$ cat src/rtl/ifu_fetch_ctrl.sv
// rtl/ifu_fetch_ctrl.sv - instruction-fetch controller: PC, icache request/hold, redirect and fence.i sequencing
// Optional performance counters enabled by defining IFU_FETCH_PERF_EN.
module ifu_fetch_ctrl #(
  parameter int                    ADDR_WIDTH = 32,
  parameter int                    DATA_WIDTH = 32,
  parameter logic [ADDR_WIDTH-1:0] RESET_PC   = 32'h3000_0000
) (
  input  logic                  clk,
  input  logic                  rst,
  output logic [ADDR_WIDTH-1:0] icache_addr,
  output logic                  icache_req,
  input  logic [DATA_WIDTH-1:0] icache_data,
  input  logic                  icache_valid,
  output logic                  icache_fence_i,
  input  logic                  redirect_valid,
  input  logic [ADDR_WIDTH-1:0] redirect_pc,
  input  logic                  fence_i,
  output logic                  inst_valid,
  input  logic                  inst_ready,
  output logic [DATA_WIDTH-1:0] inst,
  output logic [ADDR_WIDTH-1:0] inst_pc
`ifdef IFU_FETCH_PERF_EN
  ,
  output logic [31:0]           perf_fetch_cnt,
  output logic [31:0]           perf_miss_cnt,
  output logic [31:0]           perf_wait_cycles
`endif
);

  typedef enum logic [1:0] {S_FETCH, S_WAIT, S_HOLD} state_t;

  state_t                state;
  logic [ADDR_WIDTH-1:0] pc;
  logic [ADDR_WIDTH-1:0] addr_q;
  logic                  discard;
  logic                  fence_pend;
  logic [ADDR_WIDTH-1:0] redir_pc_al;

  assign redir_pc_al    = {redirect_pc[ADDR_WIDTH-1:2], 2'b00};
  // A pending fence steals the FETCH cycle so it never overlaps an in-flight miss.
  assign icache_req     = !rst && (state == S_FETCH) && !fence_pend;
  assign icache_fence_i = !rst && (state == S_FETCH) && fence_pend;
  assign icache_addr    = (state == S_FETCH) ? pc : addr_q;

  always_ff @(posedge clk or posedge rst) begin
    if (rst) begin
      state      <= S_FETCH;
      pc         <= RESET_PC;
      addr_q     <= RESET_PC;
      discard    <= 1'b0;
      fence_pend <= 1'b0;
      inst_valid <= 1'b0;
      inst       <= '0;
      inst_pc    <= '0;
    end else begin
      fence_pend <= fence_pend | fence_i;
      if (redirect_valid) pc <= redir_pc_al;
      case (state)
        S_FETCH: begin
          if (fence_pend) begin
            fence_pend <= fence_i;
          end else begin
            addr_q <= pc;
            if (icache_valid && !redirect_valid) begin
              inst       <= icache_data;
              inst_pc    <= pc;
              inst_valid <= 1'b1;
              pc         <= pc + ADDR_WIDTH'(4);
              state      <= S_HOLD;
            end else if (!icache_valid) begin
              // Miss already launched; a redirect now must drop its response.
              discard <= redirect_valid;
              state   <= S_WAIT;
            end
          end
        end
        S_WAIT: begin
          if (icache_valid) begin
            discard <= 1'b0;
            state   <= S_FETCH;
            if (!discard && !redirect_valid) begin
              inst       <= icache_data;
              inst_pc    <= addr_q;
              inst_valid <= 1'b1;
              pc         <= addr_q + ADDR_WIDTH'(4);
              state      <= S_HOLD;
            end
          end else if (redirect_valid) begin
            discard <= 1'b1;
          end
        end
        S_HOLD: begin
          if (redirect_valid || inst_ready) begin
            inst_valid <= 1'b0;
            state      <= S_FETCH;
          end
        end
        default: state <= S_FETCH;
      endcase
    end
  end

`ifdef IFU_FETCH_PERF_EN
  always_ff @(posedge clk or posedge rst) begin
    if (rst) begin
      perf_fetch_cnt   <= '0;
      perf_miss_cnt    <= '0;
      perf_wait_cycles <= '0;
    end else begin
      if (icache_req) perf_fetch_cnt <= perf_fetch_cnt + 32'd1;
      if (icache_req && !icache_valid) perf_miss_cnt <= perf_miss_cnt + 32'd1;
      if (state == S_WAIT) perf_wait_cycles <= perf_wait_cycles + 32'd1;
    end
  end
`endif

endmodule

$ cat config.mk
export PLATFORM = sky130hd
export DESIGN_NAME = ifu_fetch_ctrl
export DESIGN_NICKNAME = d
export VERILOG_FILES = /design/src/rtl/ifu_fetch_ctrl.sv
export SDC_FILE = /design/constraint.sdc
export NUM_CORES = 1
export LEC_CHECK = 0
export BUFFER_PORTS_ARGS = -buffer_cell sky130_fd_sc_hd__buf_2
export CORE_UTILIZATION = 50
export CTS_CLUSTER_SIZE = 14
export DETAILED_ROUTE_END_ITERATION = 10
export HOLD_SLACK_MARGIN = 0.15
export PLACE_DENSITY_LB_ADDON = 0.1
export SETUP_SLACK_MARGIN = 0.2
export SYNTH_ARGS = -nofsm -noshare
export SYNTH_HDL_FRONTEND = slang
export SYNTH_SLANG_ARGS = --single-unit
$ cat constraint.sdc
create_clock -name clk -period 8.5 [get_ports clk]
set_clock_uncertainty 0.2 [all_clocks]
set_input_delay 1.7 -clock clk [delete_from_list [all_inputs] [get_ports clk]]
set_output_delay 1.7 -clock clk [all_outputs]
set_load 0.1 [all_outputs]
==> results of run 1 <==
sequential cells by signal (all words and copies together), names as in the netlist:
name / count
fence_pend: 1
pc: 32
state: 2
inst_valid: 1
addr_q: 32
discard: 1
inst_pc: 32
inst: 32
synth_stat cells (all sizes together) (19+ instances only):
cell type,instances
o21ai,79
mux2i,35
clkbuf,29
xnor2,20
xor2,23
nor2,31
a21oi,19
dfrtp,129
buf,35
nand3,22
mux2,30
nand2,246
metrics by stage:
stage                     worst slack (ns)  power [W]  util (%)
after floorplan                       1.03    0.00247         -
after global placement                3.58    0.00272      57.8
after detailed placement              3.56    0.00275      57.8
after CTS                             3.56    0.00358      62.5
after global routing                  3.45    0.00371      62.5
final                                 3.59    0.00356      62.5
critical path: cells and delay by family, from the launching register on:
kind	cells	cell delay (ns)
simple gates	1	0.93
buf+inv	2	0.70
flops	1	0.56
mux	1	0.38
routing by layer:
metal / part of all wire (%) / GRT usage [%] / up-vias
met5: 0 / 0 / -
li1: - / - / 3079
met3: 7.1 / 5.39 / 22
met2: 48 / 44.6 / 263
met1: 43 / 37.1 / 3153
met4: 1.5 / 9.45 / 0
how the worst min path moves through the flow:
stage	startpoint	end	slack [ns]
after floorplan	addr_q[29]	addr_q[29]	0.27
after global placement	inst[20]	inst[20]	0.25
after detailed placement	inst[9]	inst[9]	0.26
after CTS	inst[9]	inst[9]	0.27
after global routing	inst[20]	inst[20]	0.29
final	inst[9]	inst[9]	0.27
cell type report:
type                            instances  area [sq um]
Fill cell                            1255          5250
Timing Repair Buffer                  175           898
Clock buffer                           21           450
Sequential cell                       133          3330
Multi-Input combinational cell        614          3580
Tap cell                              180           225
Clock inverter                         10           203
Inverter                               11          43.8
Antenna cell                            1          2.50
logic make-up after synthesis:
kind of cell,after synthesis,share of synthesized area (%)
DFF,133,46.0
and+or+nand+nor,363,22.4
xor gates and xnor gates,43,5.20
muxes,65,9.56
adders and majority gates,2,0.346
AOI/OAI and AO/OA,141,11.8
buffers and inverters,75,4.67
power by group:
part / internal, W / switching, W
Combinational: 0.000299 / 0.00143
Clock: 0.000554 / 0.000269
Sequential: 0.000817 / 0.000190
==> metrics, run 1 <==
status finished, final reports clean; top cells by area, synth dfrtp_1, nand2_1, mux2i_1; Post-synth EDFFs 0; Iter 0 DRT Violations 486; # Max-Cap Violations 0; crit-path cells nor2_2, buf_4, mux2_2, buf_2; die area 15000 sq um; nets@finish 1024; commonest non-fill, non-tap cell in the layout nand2_1; # setup viols final 0; CTS tree yes; fin cells 1145; Fin Hold WS between 0.2 and 0.3 ns; DRC viols 0; Synth Cell Area 7240 sq um; buffer depth of the longest clock path 2; Distinct cells, synth 55; Synth area leader dfrtp_1; Async SR Flop Fraction 100%; hold_buf cts 0; fin crit period 4.91 ns; floorplan row count 43; crit path DAT 3.01 ns; CTS sink count 133; R2R depth 6; setup TNS 0 ns; max-slew violations 0; IO Port Bufs approximately 170; grt ovf 0; most frequent cells in the layout nand2_1, buf_2, dfrtp_1; Critical path destination icache_addr[24]; layout cell share with drive strength beyond 1 a little over a quarter; leakage dissipation roughly 4.4 nW; Max Freq 0.204 GHz; Area after DPL between 8000 and 9000 sq um; Mapped Cells 822; placed cell count roughly 1.1k; Final period util 57.8%; via count 6517; actual slew at the worst max-slew pin 1.16 ns; worst-skew pair later-pin latency 0.42 ns; Max VDD drop 0.244 mV; RSZ-0062 raised after global routing no; WL final ~20 mm; post-synth top area share 44.6%; hold depth 2; antenna-violating nets left 0; CTS root buffer clkbuf_16; Power Density between 400 and 500 nW/um^2; startpoint types flip-flop; Hold Path Class flip-flop to flip-flop; Clock transition at path regs 0.06 ns; Layout area overhead 20.7%; Die Ht about 120 um; vias in the first global route 6048; Worst Setup SP state[0]; first-pass GRT wire length 31.3 mm; ys flop type dfrtp_1; syn avg cell area 8.81 sq um; slowest library cell on the worst path nor2_2; RR Endpoint pc[10]; CTS buffer count 17; starting density of the core between 50% and 60%; num ports 169; Synth Net Count 894; CP Max Fanout 20; Reg2Reg Launch Point state[1]; antenna violations before repair 1; Post-CTS Setup Bufs 0; Final Hold Fails 0; R2R setup slack 5.18 ns; register bit total from synthesis 133; WL/cell 17.4 um; DP Wirelength 12.9 mm; relative slew slack 22.6%; Worst path max stage delay 0.93 ns; kind of critical path flip-flop to output pin; GRT Util Overall 27.6%; DRT Pass-1 Iters 7; width of the die approximately 120 um; sequential area share after synthesis a little under half; core area about 14000 sq um; Vias/cell 5.69; final RePlAce weighted congestion 0.882; Finished Cell Area 8740 sq um; required time of the critical path ~6.6 ns; crit end category output pin; Syn. warnings 0; htree depth 4; largest net degree at the start of global routing 84; # resized after CTS 0
Note: power is estimated with default switching activity, not from simulation.
==> run 2, diff against run 1 <==
- ABC_AREA: unset -> 1
- clock period: 8.5 -> 4.2 ns (I/O delays scaled with it)
==> run 2 against run 1 <==
  * Die area grew 12%
  * Critical path depth grew 2
  * Register-to-register slack worse by 3.7 ns
  * Clock-buffer cell count shrank 4
  * Highest routed layer unchanged
  * Sequential share of layout area fell by 3.4 points
  * Wire length increased by 27%
  * Largest cell class unchanged
  * Via count up 29%
==> metrics, run 2 <==
status finished, final reports clean; Synth Cell Area 8100 sq um (+12%); crit path DAT 2.43 ns (-0.58 ns); # Max-Cap Violations 0 (unchanged); DP Wirelength 17.8 mm (+38%); CTS tree yes; final RePlAce weighted congestion 0.979 (+11%); required time of the critical path 3.16 ns (-3.44 ns); starting density of the core 51.2% (-0.56 points); Clock transition at path regs 0.07 ns (about the same); core area 15800 sq um (+13%); post-synth top area share 39.8% (-4.7 points); syn avg cell area 6.78 sq um (-23%); # diodes 0 (-1); Max Freq 0.288 GHz; fin crit period 3.47 ns; kind of critical path flip-flop to output pin; hold_buf cts 0 (unchanged); most frequent cells in the layout nand2_1, buf_2, dfrtp_1; Mapped Cells 1196 (+45%); worst-skew pair later-pin latency 0.43 ns (about the same); grt ovf 0 (unchanged); Distinct cells, synth 43 (-22%); floorplan row count 46 (+7.0%); max-slew violations 0 (unchanged); Die Ht 129 um (+5.7%); top cells by area, synth dfrtp_1, nand2_1, o21ai_0; buffer depth of the longest clock path 2 (unchanged); CTS buffer count 17 (unchanged); register bit total from synthesis 133 (unchanged); DRC viols 0 (unchanged); Iter 0 DRT Violations 717 (+48%); commonest non-fill, non-tap cell in the layout nand2_1; setup TNS 0 ns (unchanged); crit end category output pin; Synth area leader dfrtp_1; via count 8396 (+29%); htree depth 4 (unchanged); Final Hold Fails 0 (unchanged); WL/cell 16.2 um (-6.8%); Final period util 82.6%; GRT Util Overall 31.5% (+3.8 points); Worst Setup SP state[0]; actual slew at the worst max-slew pin 1.01 ns (-0.144 ns); CTS root buffer clkbuf_16; sequential area share after synthesis 41.1% (-4.9 points); CTS sink count 133 (unchanged); layout cell share with drive strength beyond 1 18.8% (-7.4 points); Layout area overhead 18.4%; R2R setup slack 1.44 ns (-3.74 ns); WL final 25.4 mm (+27%); startpoint types flip-flop; Reg2Reg Launch Point state[0]; Post-synth EDFFs 0 (unchanged); RSZ-0062 raised after global routing no; Async SR Flop Fraction 100% (unchanged); largest net degree at the start of global routing 102 (+21%); width of the die 129 um (+5.7%); beginning of the worst hold path inst[13]; ys flop type dfrtp_1; # setup viols final 0 (unchanged); # resized after CTS 0 (unchanged); Hold Path Class flip-flop to flip-flop; antenna-violating nets left 0 (unchanged); cell with the most instances after synthesis nand2_1; vias in the first global route 7586 (+25%); DRT Pass-1 Iters 6 (-1); num ports 169 (unchanged); antenna violations before repair 1 (unchanged); Syn. warnings 0 (unchanged); Post-CTS Setup Bufs 0 (unchanged); Vias/cell 5.37 (-5.7%); die area 16700 sq um (+12%); nets@finish 1407 (+37%); IO Port Bufs 166 (unchanged); Synth Net Count 1268 (+42%); first-pass GRT wire length 40.1 mm (+28%); relative slew slack 32.4% (+9.8 points); commonest cells in the netlist nand2_1, o21ai_0, dfrtp_1; CP Max Fanout 22 (+10%)
==> run 2: per-stage QoR <==
step	cells	worst slack (ns)	hold slack [ns]	utilization [%]	cell area [sq um]
2_1_floorplan	1196	0.00396	0.275	-	8110
3_3_place_gp	1532	1.21	0.249	57.1	9040
3_5_place_dp	1532	1.17	0.253	57.1	9040
4_1_cts	1564	0.697	0.270	60.6	9600
5_1_grt	1564	0.515	0.288	60.6	9600
6_report	1564	0.731	0.263	60.6	9600
==> run 2: cell type report <==
type / instances / area (sq um)
fillers: 1516 / 6230
well taps: 216 / 270
clock buffers: 17 / 425
multi-input cells: 899 / 4080
repair buffers: 176 / 943
clock inverters: 15 / 135
flip-flops and latches: 133 / 3330
inverters: 108 / 409
==> run 2: logic make-up after synthesis <==
group                      Yosys count  share of synthesized area (%)
adders and majority gates            2                          0.309
and+or+nand+nor                    678                           35.0
DFF                                133                           41.1
buffers and inverters              164                           8.55
xor gates and xnor gates             5                          0.540
AOI/OAI and AO/OA                  214                           14.5
==> run 2: layer usage <==
layer	GRT usage [%]	part of all wire (%)
met5	0	0
met4	12.9	2.5
met3	6.85	8.3
met2	47.8	45
met1	43.6	44
==> run 2: final timing paths <==
check / cells past startpoint / to
min in group asynchronous: 2 / addr_q[27]
max in group asynchronous: 3 / pc[14]
min reg2reg: 2 / inst[13]
max reg2reg: 7 / pc[10]
min: 2 / inst[13]
max: 6 / icache_fence_i
==> run 2: critical path, cell delays in order (launching register included) <==
cell,delay [ns]
dfrtp_1,0.48
nor2_4,0.34
inv_1,0.38
nor2_1,0.18
inv_1,0.11
nor2_1,0.09
buf_2,0.42
Power of run 2 is not shown: default switching activity piles up to over one toggle a cycle in this logic, so the estimate is an artifact.
==> run 3, diff against run 2 <==
- clock period: 4.2 -> 3.48 ns (I/O delays scaled with it)
==> run 3 against run 2 <==
  * Sequential cell count unchanged
  * Sequential share of layout area shrank 0.88 points
  * Critical endpoint is now icache_addr[5]
  * Highest routed layer unchanged
  * Critical path depth shrank 2
  * Wire length down 0.70%
  * Worst hold slack worse by 0.017 ns
  * Utilization increased by 1.6 points
  * Cell count grew 0.26%
  * Final area is 2.6% higher
  * Setup slack got worse by 0.22 ns
  * Non-clock buffer count rose by 4
  * Global-route usage is 0.45 points higher
  * Register-to-register slack worse by 0.58 ns
==> metrics, run 3 (synthesized netlist as in run 2, its figures left out) <==
status finished, final reports clean; layout cell share with drive strength beyond 1 18.9% (+0.17 points); Iter 0 DRT Violations 799 (+11%); antenna-violating nets left 0 (unchanged); num ports 169 (unchanged); nets@finish 1411 (+0.28%); fin crit period 2.97 ns; CP Max Fanout 22 (unchanged); crit path DAT 2.07 ns (-0.36 ns); Final Hold Fails 0 (unchanged); die area 16700 sq um (unchanged); starting density of the core 51.2% (unchanged); RSZ-0062 raised after global routing no; DP Wirelength 18.1 mm (+2.0%); final RePlAce weighted congestion 0.993 (+1.4%); DRC viols 0 (unchanged); htree depth 4 (unchanged); largest net degree at the start of global routing 102 (unchanged); max-slew violations 0 (unchanged); Clock transition at path regs 0.07 ns (about the same); CTS buffer count 17 (unchanged); # diodes 0 (unchanged); via count 8366 (-0.36%); Fin Hold WS 0.247 ns (-0.0167 ns); crit end category output pin; Layout area overhead 21.5%; CTS sink count 133 (unchanged); worst-skew pair later-pin latency 0.44 ns (about the same); core area 15800 sq um (unchanged); first-pass GRT wire length 40.6 mm (+1.2%); Final period util between 80 and 90%; WL final 25.2 mm (-0.70%); Max Freq between 0.3 and 0.4 GHz; startpoint types flip-flop; buffer depth of the longest clock path 2 (unchanged); GRT Util Overall 31.9% (+0.45 points); grt ovf 0 (unchanged); antenna violations before repair 0 (-1); actual slew at the worst max-slew pin 1.02 ns (+0.00484 ns); WL/cell 16.1 um (-0.95%); most frequent cells in the layout nand2_1, buf_2, dfrtp_1; CTS tree yes; Vias/cell 5.34 (-0.61%); relative slew slack 32.1% (-0.32 points); vias in the first global route 7828 (+3.2%); CTS root buffer clkbuf_16; required time of the critical path 2.58 ns (-0.58 ns); DRT Pass-1 Iters 6 (unchanged); Post-CTS Setup Bufs 0 (unchanged); Die Ht 129 um (unchanged); commonest non-fill, non-tap cell in the layout nand2_1; width of the die 129 um (unchanged); # setup viols final 0 (unchanged); floorplan row count 46 (unchanged); IO Port Bufs 166 (unchanged); Hold Path Class primary input to flip-flop; kind of critical path flip-flop to output pin; # Max-Cap Violations 0 (unchanged)
[run 3: cell types whose count changed in the layout (fill, tap and decap cells not counted), sizes merged]
cell,previous run,this run
clkinv,5,3
buf,176,179
bufinv,0,1
dlygate4sd3,0,1
clkinvlp,2,3
[run 3: timing repair]
| item | CTS | global route |
|---|---|---|
| endpoints found under the setup margin | 0 | 0 |
| endpoints found under the hold margin | 14 | 0 |
| hold buffers | 1 | 0 |
| gates resized for setup | 0 | 0 |
[run 3: layout make-up]
type / count / area [sq um]
tap: 216 / 270
clock buffer: 17 / 425
timing repair buffer: 180 / 1170
fill: 1510 / 5980
sequential: 133 / 3330
inverter: 108 / 409
multi-input combinational: 899 / 4080
clock inverter: 15 / 160
[run 3: per-layer routing]
metal,GRT usage (%),wire length [um],up-vias
met3,6.73,1840,53
met1,43.1,11200,3814
met4,13.1,792,0
met2,49.8,11400,347
met5,0,0,-
li1,-,-,4152
[run 3: worst paths after layout]
path | from | slack (ns) | endpoint | cells after the start
max | state[1] | 0.51 | icache_addr[5] | 4
max in group asynchronous | rst | 1.68 | addr_q[28] | 4
max reg2reg | state[1] | 0.86 | pc[10] | 8
min | icache_data[14] | 0.25 | inst[14] | 3
min in group asynchronous | rst | 0.64 | addr_q[1] | 3
min reg2reg | inst[23] | 0.26 | inst[23] | 2
[run 3: stage by stage]
step	area [sq um]	setup TNS (ns)	setup WS, ns	std cells	util, %
2_1_floorplan	8110	-5.72	-0.572	1196	-
3_3_place_gp	9250	0	0.958	1535	58.5
3_5_place_dp	9250	0	0.927	1535	58.5
4_1_cts	9850	0	0.511	1568	62.2
5_1_grt	9850	0	0.315	1568	62.2
6_report	9850	0	0.514	1568	62.2
[run 3: critical path, stage by stage, from the launching register on]
cell and delay [ns]:
dfrtp_1 0.49, nor2_4 0.14, inv_1 0.30, o21ai_0 0.46, buf_12 0.23
Power of run 3 is left out for the same reason.
